--- src/rtl/rf_pkg.sv ---
// Shared definitions for the register-file write path.
// REG_W / RADDR_W / NREGS describe the register file. arb_state_t holds the
// write-port arbiter states.
package rf_pkg;

    localparam int REG_W   = 16;
    localparam int RADDR_W = 3;
    localparam int NREGS   = 8;

    typedef enum logic [0:0] {
        ARB  = 1'b0,
        LOCK = 1'b1
    } arb_state_t;

endpackage

--- src/rtl/rf_wr_arbiter_if.sv ---
// Bundle between the writeback requesters and the register-file write port.
//   master : requester side. Drives flush and req_*, and sees req_ready and wr_*/locked.
//   slave  : arbiter side.
// req_addr / req_data are packed per requester, where slice i belongs to requester i.
interface rf_wr_arbiter_if
    import rf_pkg::*;
#(
    parameter int NREQ   = 3,
    parameter int DATA_W = REG_W,
    parameter int ADDR_W = RADDR_W
);
    logic                     flush;
    logic [NREQ-1:0]          req_valid;
    logic [NREQ-1:0]          req_lock;
    logic [NREQ*ADDR_W-1:0]   req_addr;
    logic [NREQ*DATA_W-1:0]   req_data;
    logic [NREQ-1:0]          req_ready;
    logic                     wr_en;
    logic [ADDR_W-1:0]        wr_addr;
    logic [DATA_W-1:0]        wr_data;
    logic                     locked;

    modport master (
        output flush, req_valid, req_lock, req_addr, req_data,
        input  req_ready, wr_en, wr_addr, wr_data, locked
    );

    modport slave (
        input  flush, req_valid, req_lock, req_addr, req_data,
        output req_ready, wr_en, wr_addr, wr_data, locked
    );
endinterface

--- src/rtl/rf_wr_arbiter_rr_pick.sv ---
// rr_pick: combinational round-robin picker.
//   i_valid        : request vector
//   i_ptr          : index that gets top priority
//   o_grant_onehot : one-hot grant, or zero when nothing is valid
//   o_grant_idx    : index of the grant (0 when nothing is valid)
module rr_pick #(
    parameter int NREQ  = 3,
    parameter int IDX_W = (NREQ > 1) ? $clog2(NREQ) : 1
) (
    input  logic [NREQ-1:0]  i_valid,
    input  logic [IDX_W-1:0] i_ptr,
    output logic [NREQ-1:0]  o_grant_onehot,
    output logic [IDX_W-1:0] o_grant_idx
);

    logic [IDX_W-1:0] w_idx;

    // Walk from the farthest to the nearest position. The last hit then
    // overwrites earlier ones, so the first valid index at or after ptr wins.
    always_comb begin
        o_grant_onehot = '0;
        o_grant_idx    = '0;
        w_idx          = '0;
        for (int k = NREQ - 1; k >= 0; k--) begin
            w_idx = IDX_W'((int'(i_ptr) + k) % NREQ);
            if (i_valid[w_idx]) begin
                o_grant_onehot        = '0;
                o_grant_onehot[w_idx] = 1'b1;
                o_grant_idx           = w_idx;
            end
        end
    end

endmodule

--- src/rtl/rf_wr_arbiter.sv ---
// rf_wr_arbiter: shares the single register-file write port among NREQ
// writeback requesters. It uses round-robin arbitration with an optional
// burst lock.
//   clk, rst : clock and async active-high reset
//   rf_bus   : slave side of rf_wr_arbiter_if (requests, ready, registered write port)
//
// state | meaning
// ARB   | round-robin between valid requesters starting at ptr
// LOCK  | port held by owner; all other requesters stall
module rf_wr_arbiter
    import rf_pkg::*;
#(
    parameter int NREQ   = 3,
    parameter int DATA_W = REG_W,
    parameter int ADDR_W = RADDR_W
) (
    input  logic           clk,
    input  logic           rst,
    rf_wr_arbiter_if.slave rf_bus
);

    localparam int         IDX_W   = (NREQ > 1) ? $clog2(NREQ) : 1;
    localparam logic [0:0] ST_ARB  = ARB;
    localparam logic [0:0] ST_LOCK = LOCK;

    logic [0:0]        r_state;
    logic [IDX_W-1:0]  r_ptr;
    logic [IDX_W-1:0]  r_owner;
    logic              r_wr_en;
    logic [ADDR_W-1:0] r_wr_addr;
    logic [DATA_W-1:0] r_wr_data;

    logic [NREQ-1:0]   w_pick_onehot;
    logic [IDX_W-1:0]  w_pick_idx;
    logic [NREQ-1:0]   w_owner_onehot;
    logic [NREQ-1:0]   w_ready;
    logic [IDX_W-1:0]  w_sel;
    logic              w_hs;
    logic              w_sel_lock;
    logic [ADDR_W-1:0] w_addr_arr [NREQ];
    logic [DATA_W-1:0] w_data_arr [NREQ];

    function automatic logic [IDX_W-1:0] f_next(input logic [IDX_W-1:0] idx);
        return (int'(idx) == NREQ - 1) ? '0 : idx + IDX_W'(1);
    endfunction

    for (genvar g = 0; g < NREQ; g++) begin : g_unpack
        assign w_addr_arr[g] = rf_bus.req_addr[g*ADDR_W +: ADDR_W];
        assign w_data_arr[g] = rf_bus.req_data[g*DATA_W +: DATA_W];
    end

    rr_pick #(
        .NREQ  (NREQ),
        .IDX_W (IDX_W)
    ) u_pick (
        .i_valid        (rf_bus.req_valid),
        .i_ptr          (r_ptr),
        .o_grant_onehot (w_pick_onehot),
        .o_grant_idx    (w_pick_idx)
    );

    assign w_owner_onehot = {{(NREQ-1){1'b0}}, 1'b1} << r_owner;

    // The owner keeps ready even while it is idle, so nobody else can slip
    // into the middle of a burst.
    always_comb begin
        w_ready = '0;
        if (!rf_bus.flush) begin
            w_ready = (r_state == ST_LOCK) ? w_owner_onehot : w_pick_onehot;
        end
    end

    assign w_sel      = (r_state == ST_LOCK) ? r_owner : w_pick_idx;
    assign w_hs       = |(w_ready & rf_bus.req_valid);
    assign w_sel_lock = rf_bus.req_lock[w_sel];

    always_ff @(posedge clk or posedge rst) begin
        if (rst) begin
            r_state   <= ST_ARB;
            r_ptr     <= '0;
            r_owner   <= '0;
            r_wr_en   <= 1'b0;
            r_wr_addr <= '0;
            r_wr_data <= '0;
        end else begin
            r_wr_en <= w_hs;
            if (w_hs) begin
                r_wr_addr <= w_addr_arr[w_sel];
                r_wr_data <= w_data_arr[w_sel];
            end
            if (rf_bus.flush) begin
                r_state <= ST_ARB;
            end else if (w_hs) begin
                if (r_state == ST_ARB) begin
                    if (w_sel_lock) begin
                        r_state <= ST_LOCK;
                        r_owner <= w_sel;
                    end else begin
                        r_ptr <= f_next(w_sel);
                    end
                end else if (!w_sel_lock) begin
                    r_state <= ST_ARB;
                    r_ptr   <= f_next(r_owner);
                end
            end
        end
    end

    assign rf_bus.req_ready = w_ready;
    assign rf_bus.wr_en     = r_wr_en;
    assign rf_bus.wr_addr   = r_wr_addr;
    assign rf_bus.wr_data   = r_wr_data;
    assign rf_bus.locked    = (r_state == ST_LOCK);

endmodule

--- src/flat_wrapper.sv ---
// flat-port wrapper written by rule: the top's interface ports become plain ports
module rf_wr_arbiter_flat import rf_pkg::*;
#(
    parameter int NREQ   = 3,
    parameter int DATA_W = REG_W,
    parameter int ADDR_W = RADDR_W
)
  (clk, rst, rf_bus_flush, rf_bus_req_valid, rf_bus_req_lock, rf_bus_req_addr, rf_bus_req_data, rf_bus_req_ready, rf_bus_wr_en, rf_bus_wr_addr, rf_bus_wr_data, rf_bus_locked);
  rf_wr_arbiter_if #(.NREQ(NREQ), .DATA_W(DATA_W), .ADDR_W(ADDR_W)) rf_bus_i ();
  input  logic clk;
  input  logic rst;
  input wire logic [$bits(rf_bus_i.flush)-1:0] rf_bus_flush;
  input wire logic [$bits(rf_bus_i.req_valid)-1:0] rf_bus_req_valid;
  input wire logic [$bits(rf_bus_i.req_lock)-1:0] rf_bus_req_lock;
  input wire logic [$bits(rf_bus_i.req_addr)-1:0] rf_bus_req_addr;
  input wire logic [$bits(rf_bus_i.req_data)-1:0] rf_bus_req_data;
  output wire logic [$bits(rf_bus_i.req_ready)-1:0] rf_bus_req_ready;
  output wire logic [$bits(rf_bus_i.wr_en)-1:0] rf_bus_wr_en;
  output wire logic [$bits(rf_bus_i.wr_addr)-1:0] rf_bus_wr_addr;
  output wire logic [$bits(rf_bus_i.wr_data)-1:0] rf_bus_wr_data;
  output wire logic [$bits(rf_bus_i.locked)-1:0] rf_bus_locked;
  assign rf_bus_i.flush = rf_bus_flush;
  assign rf_bus_i.req_valid = rf_bus_req_valid;
  assign rf_bus_i.req_lock = rf_bus_req_lock;
  assign rf_bus_i.req_addr = rf_bus_req_addr;
  assign rf_bus_i.req_data = rf_bus_req_data;
  assign rf_bus_req_ready = rf_bus_i.req_ready;
  assign rf_bus_wr_en = rf_bus_i.wr_en;
  assign rf_bus_wr_addr = rf_bus_i.wr_addr;
  assign rf_bus_wr_data = rf_bus_i.wr_data;
  assign rf_bus_locked = rf_bus_i.locked;
  rf_wr_arbiter #(.NREQ(NREQ), .DATA_W(DATA_W), .ADDR_W(ADDR_W)) u_core (.clk(clk), .rst(rst), .rf_bus(rf_bus_i));
endmodule
--- config.mk ---
export PLATFORM = sky130hd
export DESIGN_NAME = rf_wr_arbiter_flat
export DESIGN_NICKNAME = d
export VERILOG_FILES = /design/src/rtl/rf_pkg.sv /design/src/rtl/rf_wr_arbiter_if.sv /design/src/rtl/rf_wr_arbiter_rr_pick.sv /design/src/rtl/rf_wr_arbiter.sv /design/src/flat_wrapper.sv
export SDC_FILE = /design/constraint.sdc
export NUM_CORES = 1
export LEC_CHECK = 0
export BUFFER_PORTS_ARGS = -buffer_cell sky130_fd_sc_hd__buf_2
export CORE_ASPECT_RATIO = 1.5
export CORE_MARGIN = 1
export CORE_UTILIZATION = 46
export DETAILED_ROUTE_END_ITERATION = 12
export HOLD_SLACK_MARGIN = 0.15
export PLACE_DENSITY = 0.79
export SETUP_SLACK_MARGIN = 0.05
export SKIP_CTS_REPAIR_TIMING = 1
export SYNTH_ARGS = -nofsm -noshare
export SYNTH_HDL_FRONTEND = slang
export SYNTH_SLANG_ARGS = --single-unit
--- constraint.sdc ---
create_clock -name clk -period 3.56 [get_ports clk]
set_input_delay 1.068 -clock clk [delete_from_list [all_inputs] [get_ports clk]]
set_output_delay 1.068 -clock clk [all_outputs]
set_load 0.02 [all_outputs]
# Word-level counts from Yosys, hierarchy flattened
# Index checks and enable logic that the tools add are counted.
[classes] n_lt_le_gt_ge=8 eq_ne=2 shifts=1 bitwise=5 n_div=3 n_mux=37 addsub=4 reduce_logical=7
[op_table] operator="modulo 32 x 3 -> 32 bit, second input constant" n=2
[op_table] operator="binary-select mux 16 bit (select 2 bit)" n=1
[op_table] operator="modulo 3 x 3 -> 32 bit, second input constant" n=1
[op_table] operator="two-way mux 16 bit" n=2
[op_table] operator="two-way mux 3 bit" n=7
[op_table] operator="two-way mux 2 bit" n=9
[op_table] operator="< comparator 2 x 3 -> 1 bit, second input constant" n=4
[op_table] operator="two-way mux 1 bit" n=10
[op_table] operator="binary-select mux 1 bit (select 2 bit)" n=4
[op_table] operator="binary-select mux 3 bit (select 2 bit)" n=1
[op_table] operator="demux 1 bit (select 2 bit)" n=3
[op_table] operator=">= comparator 2 x 1 -> 1 bit, second input constant" n=3
[op_table] operator="adder 2 x 1 -> 2 bit, second input constant" n=2
[op_table] operator="equality test 2 bit, second input constant" n=2
[op_table] operator="AND reduction 4 bit" n=1
[op_table] operator="adder 2 x 1 -> 3 bit, second input constant" n=1
[op_table] operator="adder 2 x 2 -> 3 bit, second input constant" n=1
[op_table] operator="AND 3 bit" n=1
[op_table] operator=">= comparator 3 bit, second input constant" n=1
[op_table] operator="logical AND 1 bit" n=3
[op_table] operator="inverter 1 bit" n=3
[op_table] operator="inverter 2 -> 3 bit" n=1
[op_table] operator="AND reduction 3 bit" n=1
[op_table] operator="OR reduction 3 bit" n=1
[op_table] operator="other kinds (2)" n=2
[totals] regBits=25 inputBits=66

# Logic depth before layout (Yosys ltp)
[depth] word_depth=15 depth_mapped=11 mapped_depth_nobuf=10

# Hierarchy
# A second synthesis with hierarchy kept.
[unflattened] hier_cells=234 hier_area_um2=1774.2
[by_module_without_submodules] module="rf_wr_arbiter" seq_area_each_um2=625.6 n_inst=1 cells_each=184 area_per_inst_um2=1417.6
[by_module_without_submodules] module="rr_pick" seq_area_each_um2=0.0 n_inst=1 cells_each=50 area_per_inst_um2=356.6

# Worst setup path after synthesis
# No wires, ideal clock.
[synth_path] path_kind="input -> output" startpoint="input rf_bus_req_valid[1]" endpoint="output rf_bus_req_ready[2]" t_arrival_ps=2470 path_stages=7 slack_ps=22 t_required_ps=2492 cell_sequence="buf_2 -> nor2b_1 -> o21ai_0 -> a211o_1 -> o21ai_0 -> clkbuf_1 -> nor2b_1"
[synth_via] elab_chain_cells=7 elab_cells_between_ends=11
[synth_rtl] item="from (decl)" line="flat_wrapper.sv:13" text="input wire logic [$bits(rf_bus_i.req_valid)-1:0] rf_bus_req_valid;"
[synth_rtl] item="binary-select mux 1 bit (select 2 bit)" line="rf_wr_arbiter_rr_pick.sv:26" text="if (i_valid[w_idx]) begin"
[synth_rtl] item="two-way mux 1 bit (implied by the code)" line="rf_wr_arbiter_rr_pick.sv:26"
[synth_rtl] item="two-way mux 3 bit (2 in a row)" line="rf_wr_arbiter_rr_pick.sv:26"
[synth_rtl] item="two-way mux 3 bit *" line="rf_wr_arbiter_rr_pick.sv:26"
[synth_rtl] item="two-way mux 3 bit *" line="rf_wr_arbiter.sv:69" text="w_ready = (r_state == ST_LOCK) ? w_owner_onehot : w_pick_onehot;"
[synth_rtl] item="two-way mux 3 bit *" line="rf_wr_arbiter.sv:68" text="if (!rf_bus.flush) begin"
[synth_rtl] item="to (decl)" line="flat_wrapper.sv:17" text="output wire logic [$bits(rf_bus_i.req_ready)-1:0] rf_bus_req_ready;"
# Every way passes the cells marked *; elsewhere a longest branch is shown, timed or not. The select of a mux whose other input is x is not followed.

# Worst setup path in the final report
[layout_path] startpoint="input rf_bus_req_valid[0]" endpoint="output rf_bus_req_ready[0]"
# The elaborated chain is that of the path after synthesis.

==> out/results.tsv <==
metric	value	unit
outcome	completed	
Detail Route Antenna Nets	0	
full die area	0.00420	mm^2
Synth Cell Area	0.00181	mm^2
DP Wirelength	3430	um
Buffers on Ports	89	
vias in the first global route	1654	
RSZ-0062 raised after global routing	no	
share of layout cells above drive strength 1	0.392	
CTS buffer count	3	
most frequent cell after synthesis	o21ai_0	
Main synth FF type	dfrtp_1	
max-cap viol count	0	
remaining routing DRC violations	0	
actual slew at the worst max-slew pin	0.910	ns
fin crit share	0.960	
Die Wd	53.2	um
initial drt markers	45	
io pins	90	
fin crit period	3.42	ns
critical setup path kind	primary input to output pin	
final total power	2.04	mW
total grt overflow	0	
Hold Crit Class	flip-flop to flip-flop	
Routed Wire Length	4430	um
Final Hold Fails	0	
vias	1801	
routed len/inst	13.6	um
Synth Area per Inst	9.10	um^2
CTS tree	built	
Critical Path RT	2.49	ns
total negative slack	0	ns
initial core utilization	0.488	
DRT Pass-1 Iters	4	
post-synth top area share	0.345	
Layout Area Growth over Synthesis	28.8	%
CTS Sinks	25	
synth unique cells	41	
largest net degree at the start of global routing	26	
Synth Register Bits	25	
Max Clk Rate	293	MHz
first-pass GRT wire length	7140	um
Slew Viols, Final	0	
clock root buffer	clkbuf_8	
core footprint	0.00372	mm^2
Final WS setup	0.143	ns
syn nets	269	
Synth area leader	dfrtp_1	
CTS Buffer Depth	2	
Post-synth EDFFs	0	
commonest cells in the netlist	o21ai_0, nand2_1, dfrtp_1, mux2i_1, a2bb2oi_1	
Max VDD drop	550	uV
post-synthesis sequential area ratio	0.345	
Final Skew	0.00468	ns
H-tree depth	1	
Design Area, Final	0.00233	mm^2
endpoint type of the worst setup path	output pin	
Max-slew headroom	0.392	
vias per cell	5.52	
ant diodes	0	
Clock Latency Late Sink	0.26	ns
Synth warnings	0	
crit path DAT	2.35	ns
Crit Path Max Fanout	7	
non-filler cells, final	326	
CP startpoint kind	primary input	
Power Dens Cells	876	mW/mm^2
Synth area leaders	dfrtp_1, mux2i_1, a2bb2oi_1, o21ai_0, nand2_1	
FILL cells	345	
Die H	78.9	um
Final setup viols	0	
final RePlAce weighted congestion	0.758	
Setup WS pre-CTS	0.131	ns
GRT Util Overall	0.225	
DP Cell Count	322	
Pleak	1.27	nW
initial antenna violation count	0	
asr flop ratio synth	1.00	
Mapped Cells	199	
dpl cell area	0.00227	mm^2
Site Rows	27	
Reg clk slew, reported paths	0.09	ns
layout net count	354	
-- per-stage QoR --
stage          utilization  hold slack [ns]
6_report             0.628            0.482
2_1_floorplan            -            0.522
3_5_place_dp         0.612            0.467
3_3_place_gp         0.612            0.458
4_1_cts              0.625            0.487
5_1_grt              0.628            0.507
-- worst max-delay path: stages --
cell,delay (ns)
buf_2,0.14
mux2i_2,0.24
o21ai_1,0.12
or4_4,0.49
nand3_1,0.10
nor2_1,0.04
buf_2,0.15
-- worst paths after layout --
check,startpoint,endpoint,slack (ns),cells after the start
setup / recovery,rf_bus_req_valid[0],rf_bus_req_ready[0],0.14,7
hold / removal,u_core.rf_bus.wr_addr[2]$_DFFE_PP0P_,u_core.rf_bus.wr_addr[2]$_DFFE_PP0P_,0.48,2
setup reg to reg,u_core.r_ptr[0]$_DFFE_PP0P_,u_core.rf_bus.wr_data[4]$_DFFE_PP0P_,0.82,10
hold reg to reg,u_core.rf_bus.wr_addr[2]$_DFFE_PP0P_,u_core.rf_bus.wr_addr[2]$_DFFE_PP0P_,0.48,2
max in group asynchronous,rst,u_core.rf_bus.wr_data[1]$_DFFE_PP0P_,2.01,2
min in group asynchronous,rst,u_core.rf_bus.wr_data[7]$_DFFE_PP0P_,0.99,2
-- final cells by class --
class	instances	area, um^2	area share
repair buffers	93	475	0.204
multi-input cells	154	1100	0.473
flip-flops and latches	25	626	0.268
inverters	7	26.3	0.0113
well taps	43	53.8	0.0231
clock inverters	1	7.51	0.00322
clock buffers	3	41.3	0.0177
-- where the power goes --
group | switching [mW] | leakage (nW) | internal [mW] | total, mW
registers | 0.0823 | 0.316 | 0.419 | 0.501
logic | 0.795 | 0.936 | 0.584 | 1.38
clock network | 0.0856 | 0.0217 | 0.0790 | 0.165
total | 0.963 | 1.27 | 1.08 | 2.04
-- state kept, by name, summed over array words and instances, names as in the netlist --
signal                 count
u_core.rf_bus.wr_addr      3
u_core.r_ptr               2
u_core.r_owner             2
u_core.rf_bus.wr_en        1
u_core.rf_bus.wr_data     16
u_core.rf_bus.locked       1
-- layout by cell type (no fill, tap or decap), types with 2 or more instances in the layout --
cell type | synthesis | final
a211o_1 | 2 | 2
a2bb2oi_1 | 19 | 19
a31oi_1 | 4 | 4
buf_2 | 2 | 89
buf_4 | 5 | 4
clkbuf_8 | 0 | 3
dfrtp_1 | 25 | 25
ha_1 | 4 | 3
inv_1 | 6 | 6
mux2_4 | 2 | 2
mux2i_1 | 23 | 22
nand2_1 | 26 | 26
nand2b_1 | 3 | 3
nand3_1 | 4 | 4
nand3b_1 | 3 | 3
nand4_1 | 2 | 2
nor2_1 | 5 | 4
nor2b_1 | 5 | 4
o21ai_0 | 31 | 30
o21ai_1 | 1 | 2
-- layer usage --
layer / part of all wire / up-vias / GRT usage
met4: 0.020 / 0 / 0.0763
met5: 0 / - / 0
li1: - / 899 / -
met2: 0.55 / 64 / 0.403
met1: 0.40 / 832 / 0.276
met3: 0.030 / 6 / 0.0115
-- logic make-up after synthesis --
family                     synth area share
adders and majority gates            0.0276
buffers and inverters                0.0539
muxes                                 0.150
AOI/OAI and AO/OA                     0.258
and+or+nand+nor                       0.165
DFF                                   0.345
No activity file was read; power rests on OpenSTA's default activity.
